$ cat config.mk
export PLATFORM = sky130hd
export DESIGN_NAME = jesd_tx_seq
export DESIGN_NICKNAME = d
export VERILOG_FILES = /design/src/rtl/jesd_tx_pkg.sv /design/src/rtl/jesd_lmfc_cnt.sv /design/src/rtl/jesd_tx_seq.sv
export SDC_FILE = /design/constraint.sdc
export NUM_CORES = 1
export LEC_CHECK = 0
export BUFFER_PORTS_ARGS = -buffer_cell sky130_fd_sc_hd__buf_2
export CAP_MARGIN = 15
export CORE_AREA = 2 2 56 58
export CTS_BUF_LIST = sky130_fd_sc_hd__clkbuf_8
export DETAILED_ROUTE_END_ITERATION = 10
export DIE_AREA = 0 0 58 60
export GPL_ROUTABILITY_DRIVEN = 1
export GPL_TIMING_DRIVEN = 0
export PLACE_DENSITY = 0.76
export SLEW_MARGIN = 20
export SYNTH_ARGS = -nofsm -noshare
export SYNTH_HDL_FRONTEND = slang
export SYNTH_SLANG_ARGS = --single-unit
$ cat constraint.sdc
create_clock -name clk -period 2.1 [get_ports clk]
set_input_delay 0.42 -clock clk [delete_from_list [all_inputs] [get_ports clk]]
set_output_delay 0.42 -clock clk [all_outputs]
set_load 0.01 [all_outputs]
$ cat src/rtl/jesd_tx_pkg.sv
// Shared JESD204B transmit definitions: control-character octets and sequencer state encoding.
package jesd_tx_pkg;

    typedef enum logic [1:0] {
        ST_CGS  = 2'd0,
        ST_ILAS = 2'd1,
        ST_DATA = 2'd2
    } state_t;

    localparam logic [7:0] K28_0 = 8'h1C;  // /R/ multiframe start
    localparam logic [7:0] K28_3 = 8'h7C;  // /A/ multiframe end
    localparam logic [7:0] K28_4 = 8'h9C;  // /Q/ config data follows
    localparam logic [7:0] K28_5 = 8'hBC;  // /K/ comma
    localparam logic [7:0] K28_7 = 8'hFC;  // /F/ frame end

endpackage

$ cat src/rtl/jesd_lmfc_cnt.sv
// Free-running octet-in-multiframe counter with a registered LMFC marker.
module jesd_lmfc_cnt #(
    parameter int FK = 32,
    parameter int W  = (FK > 1) ? $clog2(FK) : 1
) (
    input  logic         clk,
    input  logic         rst,
    output logic [W-1:0] oc,
    output logic         last,
    output logic         lmfc
);

    assign last = (oc == W'(FK - 1));

    always_ff @(posedge clk or posedge rst) begin
        if (rst) begin
            oc   <= '0;
            lmfc <= 1'b0;
        end else begin
            oc   <= last ? '0 : oc + W'(1);
            lmfc <= (oc == '0);
        end
    end

endmodule

$ cat src/rtl/jesd_tx_seq.sv
// JESD204B transmit link sequencer (CGS -> ILAS -> DATA) feeding an 8b10b encoder ROM.
// Define JESD_CHAR_REPLACE_EN to enable frame/multiframe-end character replacement in DATA.
module jesd_tx_seq
    import jesd_tx_pkg::*;
#(
    parameter int F       = 1,
    parameter int K       = 32,
    parameter int ILAS_MF = 4
) (
    input  logic       clk,
    input  logic       rst,
    input  logic       i_sync_n,
    input  logic [7:0] i_data,
    output logic       o_data_rdy,
    output logic [7:0] o_addr,
    output logic       o_k,
    output logic       o_rd_en,
    output logic [1:0] o_state,
    output logic       o_lmfc
);

    localparam int FK  = F * K;
    localparam int OCW = (FK > 1) ? $clog2(FK) : 1;

    logic [OCW-1:0] oc;
    logic           oc_last;
    logic [7:0]     oc_octet;
    state_t         state;
    logic [7:0]     mf;
    logic [7:0]     data_oct;
    logic           data_k;

    jesd_lmfc_cnt #(
        .FK (FK),
        .W  (OCW)
    ) u_lmfc (
        .clk  (clk),
        .rst  (rst),
        .oc   (oc),
        .last (oc_last),
        .lmfc (o_lmfc)
    );

    assign oc_octet = 8'(oc);
    assign o_state  = state;

`ifdef JESD_CHAR_REPLACE_EN
    localparam int FW = (F > 1) ? $clog2(F) : 1;

    logic [FW-1:0] fc;
    logic          frame_end;
    logic [7:0]    prev;

    assign frame_end = (fc == FW'(F - 1));

    // Frame position tracker; F divides F*K so it stays aligned with oc.
    always_ff @(posedge clk or posedge rst) begin
        if (rst) begin
            fc <= '0;
        end else begin
            fc <= frame_end ? '0 : fc + FW'(1);
        end
    end

    // Holds the unreplaced last octet of the previous frame; zero outside DATA.
    always_ff @(posedge clk) begin
        if (state != ST_DATA) begin
            prev <= 8'h00;
        end else if (frame_end) begin
            prev <= i_data;
        end
    end

    always_comb begin
        data_oct = i_data;
        data_k   = 1'b0;
        if (frame_end && (i_data == prev)) begin
            data_k   = 1'b1;
            data_oct = oc_last ? K28_3 : K28_7;
        end
    end
`else
    assign data_oct = i_data;
    assign data_k   = 1'b0;
`endif

    always_ff @(posedge clk or posedge rst) begin
        if (rst) begin
            state      <= ST_CGS;
            mf         <= 8'd0;
            o_addr     <= 8'h00;
            o_k        <= 1'b0;
            o_rd_en    <= 1'b0;
            o_data_rdy <= 1'b0;
        end else begin
            o_rd_en <= 1'b1;
            // Loss of SYNC~ drops straight back to comma emission, no LMFC alignment.
            if ((state != ST_CGS) && !i_sync_n) begin
                state      <= ST_CGS;
                mf         <= 8'd0;
                o_addr     <= K28_5;
                o_k        <= 1'b1;
                o_data_rdy <= 1'b0;
            end else begin
                case (state)
                    ST_CGS: begin
                        o_addr <= K28_5;
                        o_k    <= 1'b1;
                        mf     <= 8'd0;
                        if (i_sync_n && oc_last) begin
                            state <= ST_ILAS;
                        end
                    end
                    ST_ILAS: begin
                        if (oc == '0) begin
                            o_addr <= K28_0;
                            o_k    <= 1'b1;
                        end else if (oc_last) begin
                            o_addr <= K28_3;
                            o_k    <= 1'b1;
                        end else if ((mf == 8'd1) && (oc == OCW'(1))) begin
                            o_addr <= K28_4;
                            o_k    <= 1'b1;
                        end else begin
                            o_addr <= oc_octet;
                            o_k    <= 1'b0;
                        end
                        if (oc_last) begin
                            if (mf == 8'(ILAS_MF - 1)) begin
                                state      <= ST_DATA;
                                o_data_rdy <= 1'b1;
                            end else begin
                                mf <= mf + 8'd1;
                            end
                        end
                    end
                    ST_DATA: begin
                        o_addr     <= data_oct;
                        o_k        <= data_k;
                        o_data_rdy <= 1'b1;
                    end
                    default: begin
                        state      <= ST_CGS;
                        o_addr     <= K28_5;
                        o_k        <= 1'b1;
                        o_data_rdy <= 1'b0;
                    end
                endcase
            end
        end
    end

endmodule

==> metrics.txt <==
Final Net Count=189; first-pass GRT wire length=4.84 mm; Worst Setup Start Kind=flip-flop; GPL Wtd Cong=0.825; fmax=498 MHz; met3 usage=0.0303; Critical Path, Cell by Cell=ha_1, and3_1, ha_1, clkbuf_4, or3_4, a2bb2o_1; Simple-Gate Fraction of Synth Area=0.188; clk sinks=27; clock-pin slew on the worst setup and hold paths=100 ps; maximum vdd drop=0.000895 V; hold buffers post-CTS=0; Syn Inst Count=133; Worst Setup Path Type=flip-flop to flip-flop; full die area=3480 µm²; Period minus WS final=2010 ps; per-cell routed wire length=14.7 µm; Post-Syn Area=1440 µm²; 1st-iter DRT viols=32; Comb power frac=0.515; area grow syn2layout=20.2%; chip width=58 µm; GR peak layer=met2; endpoint class of the critical path=flip-flop; Skew-Pair Late Insertion Delay=280 ps; arrival time of the worst setup path=2190 ps; final WL=2.94 mm; pwr/cell area=1160 nW/µm²; Sw Ratio=0.389; P_leak=0.798 nW; RR Startpoint=u_lmfc.oc[0]$_DFF_PP0_; die height=60 µm; syn_area_per_cell=10.8 µm²; P_sw=0.000783 W; Max transition margin=0.564; PortBufs=23; Final ANT Viol Nets=0; met2 usage=0.305; CP bufs+invs=1; WP data required=2280 ps; clock share of power=0.155; compound-cell area share of the yosys netlist=0.177; total number of vias=1133; CTS Buffer Depth=2; Vias/cell=5.67; setup_tns=0 ps; Hold Crit Class=input port to async pin; Worst Clk Skew=4.64 ps; count of pins over their slew limit=0; xor/xnor share of the synthesized area=0.0122; status=finished clean; initial antenna violation count=0; sequential cell fraction of total power=0.330; Internal=0.00123 W; DRT Pass-1 Iters=5; flop-to-flop setup slack=90 ps; CTS buffer count=3; # diodes=0; R2R cell count=6; hpwl dp=2.10 mm; fin area=1730 µm²; net count after synthesis=154; GRT overflow=0; CTS root buf=clkbuf_8; CP peak stage delay=420 ps; highest net fanout along the worst path=10; share of cells above drive strength 1=0.305; FFs w/ async S/R, synth=1.00; largest net degree at the start of global routing=28; endpoints failing setup=0; Post-Synth Adder-Cell Area=0.0868; # DRC=0; dpl cell area=1600 µm²; vias in the first global route=1113; GR met1 Demand/Resource=0.232; H-tree levels=1; Initial Util=0.497; distinct cell type count after synthesis=46; Tcrit/Tclk final=0.956; Slowest cell on crit path=dfrtp_1; Fill cells=232; Worst path top cell family by delay=simple AND/OR/NAND/NOR gates; worst-margin pin slew=649 ps; most used cell, CP=ha_1; Ports=25; post-synthesis mux area share=0.0217; Total Routing Usage GR=0.182; sequential cell area fraction in the yosys report=0.469; Seq cells post-synth=27; Max-Cap Viols=0; number of synthesized flops with an enable pin=0; Synth warnings=0; num rows=20; Worst R2R End=o_k$_DFF_PP0_; core area=2900 µm²; Top FF cell, synth=dfrtp_1; CTS tree=done; final hold violations=0; main combinational cell family by area after synthesis=simple AND/OR/NAND/NOR gates
[cell usage in the layout (no fill, tap or decap), types with 2 or more instances in the layout]
master     n
nand3_1    5
buf_2     25
a21boi_1   2
nor2_1     6
nand2b_1   5
o21ai_1    2
clkbuf_8   3
o31ai_1    8
nor2b_1    3
buf_4      8
o21ai_0    3
ha_1      10
dfrtp_1   27
inv_1      6
mux2i_1    2
and3_1     2
nand2_1    8
a221oi_1   3
nor3_1     3
and4_1     2
[final cells by class]
class / instances / area, µm² / area share
timing repair buffer: 30 / 168 / 0.0968
clock inverter: 1 / 7.51 / 0.00433
clock buffer: 3 / 41.3 / 0.0238
multi-input combinational: 93 / 733 / 0.423
inverter: 7 / 26.3 / 0.0152
sequential: 27 / 676 / 0.390
buffer: 6 / 40.0 / 0.0231
tap: 33 / 41.3 / 0.0238
[synthesized netlist by cell type (2+ instances only)]
cell type	n	area, µm²
dfrtp_1	27	676
mux2i_1	2	20.0
o21ai_0	3	15.0
nor2b_1	4	25.0
a221oi_1	3	26.3
o31ai_1	9	67.6
a22oi_1	2	15.0
or3_1	2	12.5
ha_1	10	125
nor2_1	6	22.5
nand2_1	8	30.0
nor3_1	3	15.0
and4_1	2	17.5
nand3_1	5	25.0
nand2b_1	5	31.3
inv_1	7	26.3
o21ai_1	2	10.0
a21boi_1	2	15.0
buf_2	2	10.0
and3_1	2	12.5
clkbuf_1	2	7.51
[stage by stage]
stage / util / hold WS [ps] / setup slack [ps] / std cells / total power (W)
finish: 0.597 / 177 / 92.5 / 200 / 0.00201
global route: 0.597 / 239 / -10.7 / 200 / 0.00214
CTS: 0.577 / 351 / 7.11 / 196 / 0.00195
detailed placement: 0.550 / 508 / -111 / 189 / 0.00159
global placement: 0.550 / 492 / -81.0 / 189 / 0.00155
floorplan: - / 469 / 110 / 133 / 0.00135
[worst max-delay path by stage]
| stage | slack (ps) | end | from | cells after the start |
|---|---|---|---|---|
| 6_report | 90 | o_k$_DFF_PP0_ | u_lmfc.oc[0]$_DFF_PP0_ | 6 |
| 5_1_grt | -10 | mf[2]$_DFFE_PP0P_ | o_state[0]$_DFFE_PP0P_ | 8 |
| 4_1_cts | 7 | o_state[0]$_DFFE_PP0P_ | u_lmfc.oc[0]$_DFF_PP0_ | 8 |
| 3_5_place_dp | -110 | o_state[0]$_DFFE_PP0P_ | u_lmfc.oc[0]$_DFF_PP0_ | 8 |
| 3_3_place_gp | -80 | o_state[0]$_DFFE_PP0P_ | u_lmfc.oc[0]$_DFF_PP0_ | 7 |
| 2_1_floorplan | 110 | o_state[0]$_DFFE_PP0P_ | u_lmfc.oc[0]$_DFF_PP0_ | 8 |
[per-layer routing]
metal  wire length (µm)  part of all wire
met5                  0                 0
met4                 56             0.019
met2               1400              0.47
met3                145             0.049
met1               1340              0.46
[power by group through the flow]
stage	clock [W]	combinational (W)	sequential [W]
6_report	0.000312	0.00104	0.000663
5_1_grt	0.000330	0.00114	0.000674
4_1_cts	0.000317	0.000967	0.000665
3_5_place_dp	0	0.000900	0.000685
3_3_place_gp	0	0.000867	0.000681
2_1_floorplan	0	0.000625	0.000724
[what timing repair did]
item,in CTS,in global routing
pin swaps,1,0
setup buffers,3,4
endpoints found under the setup margin,2,6
gates resized for setup,2,7
[flip-flops by register name (all words and copies together) (netlist names)]
| register | flops |
|---|---|
| o_state | 2 |
| u_lmfc.lmfc | 1 |
| u_lmfc.oc | 5 |
| mf | 8 |
| o_data_rdy | 1 |
| o_addr | 8 |
| o_rd_en | 1 |
| o_k | 1 |
[cell families after synthesis]
| kind of cell | after synthesis |
|---|---|
| DFF | 27 |
| xor gates and xnor gates | 2 |
| other | 1 |
| and+or+nand+nor | 45 |
| AOI/OAI and AO/OA | 32 |
| adders and majority gates | 10 |
| muxes | 3 |
| buffers and inverters | 13 |
Power figures use the tool's default switching activity.
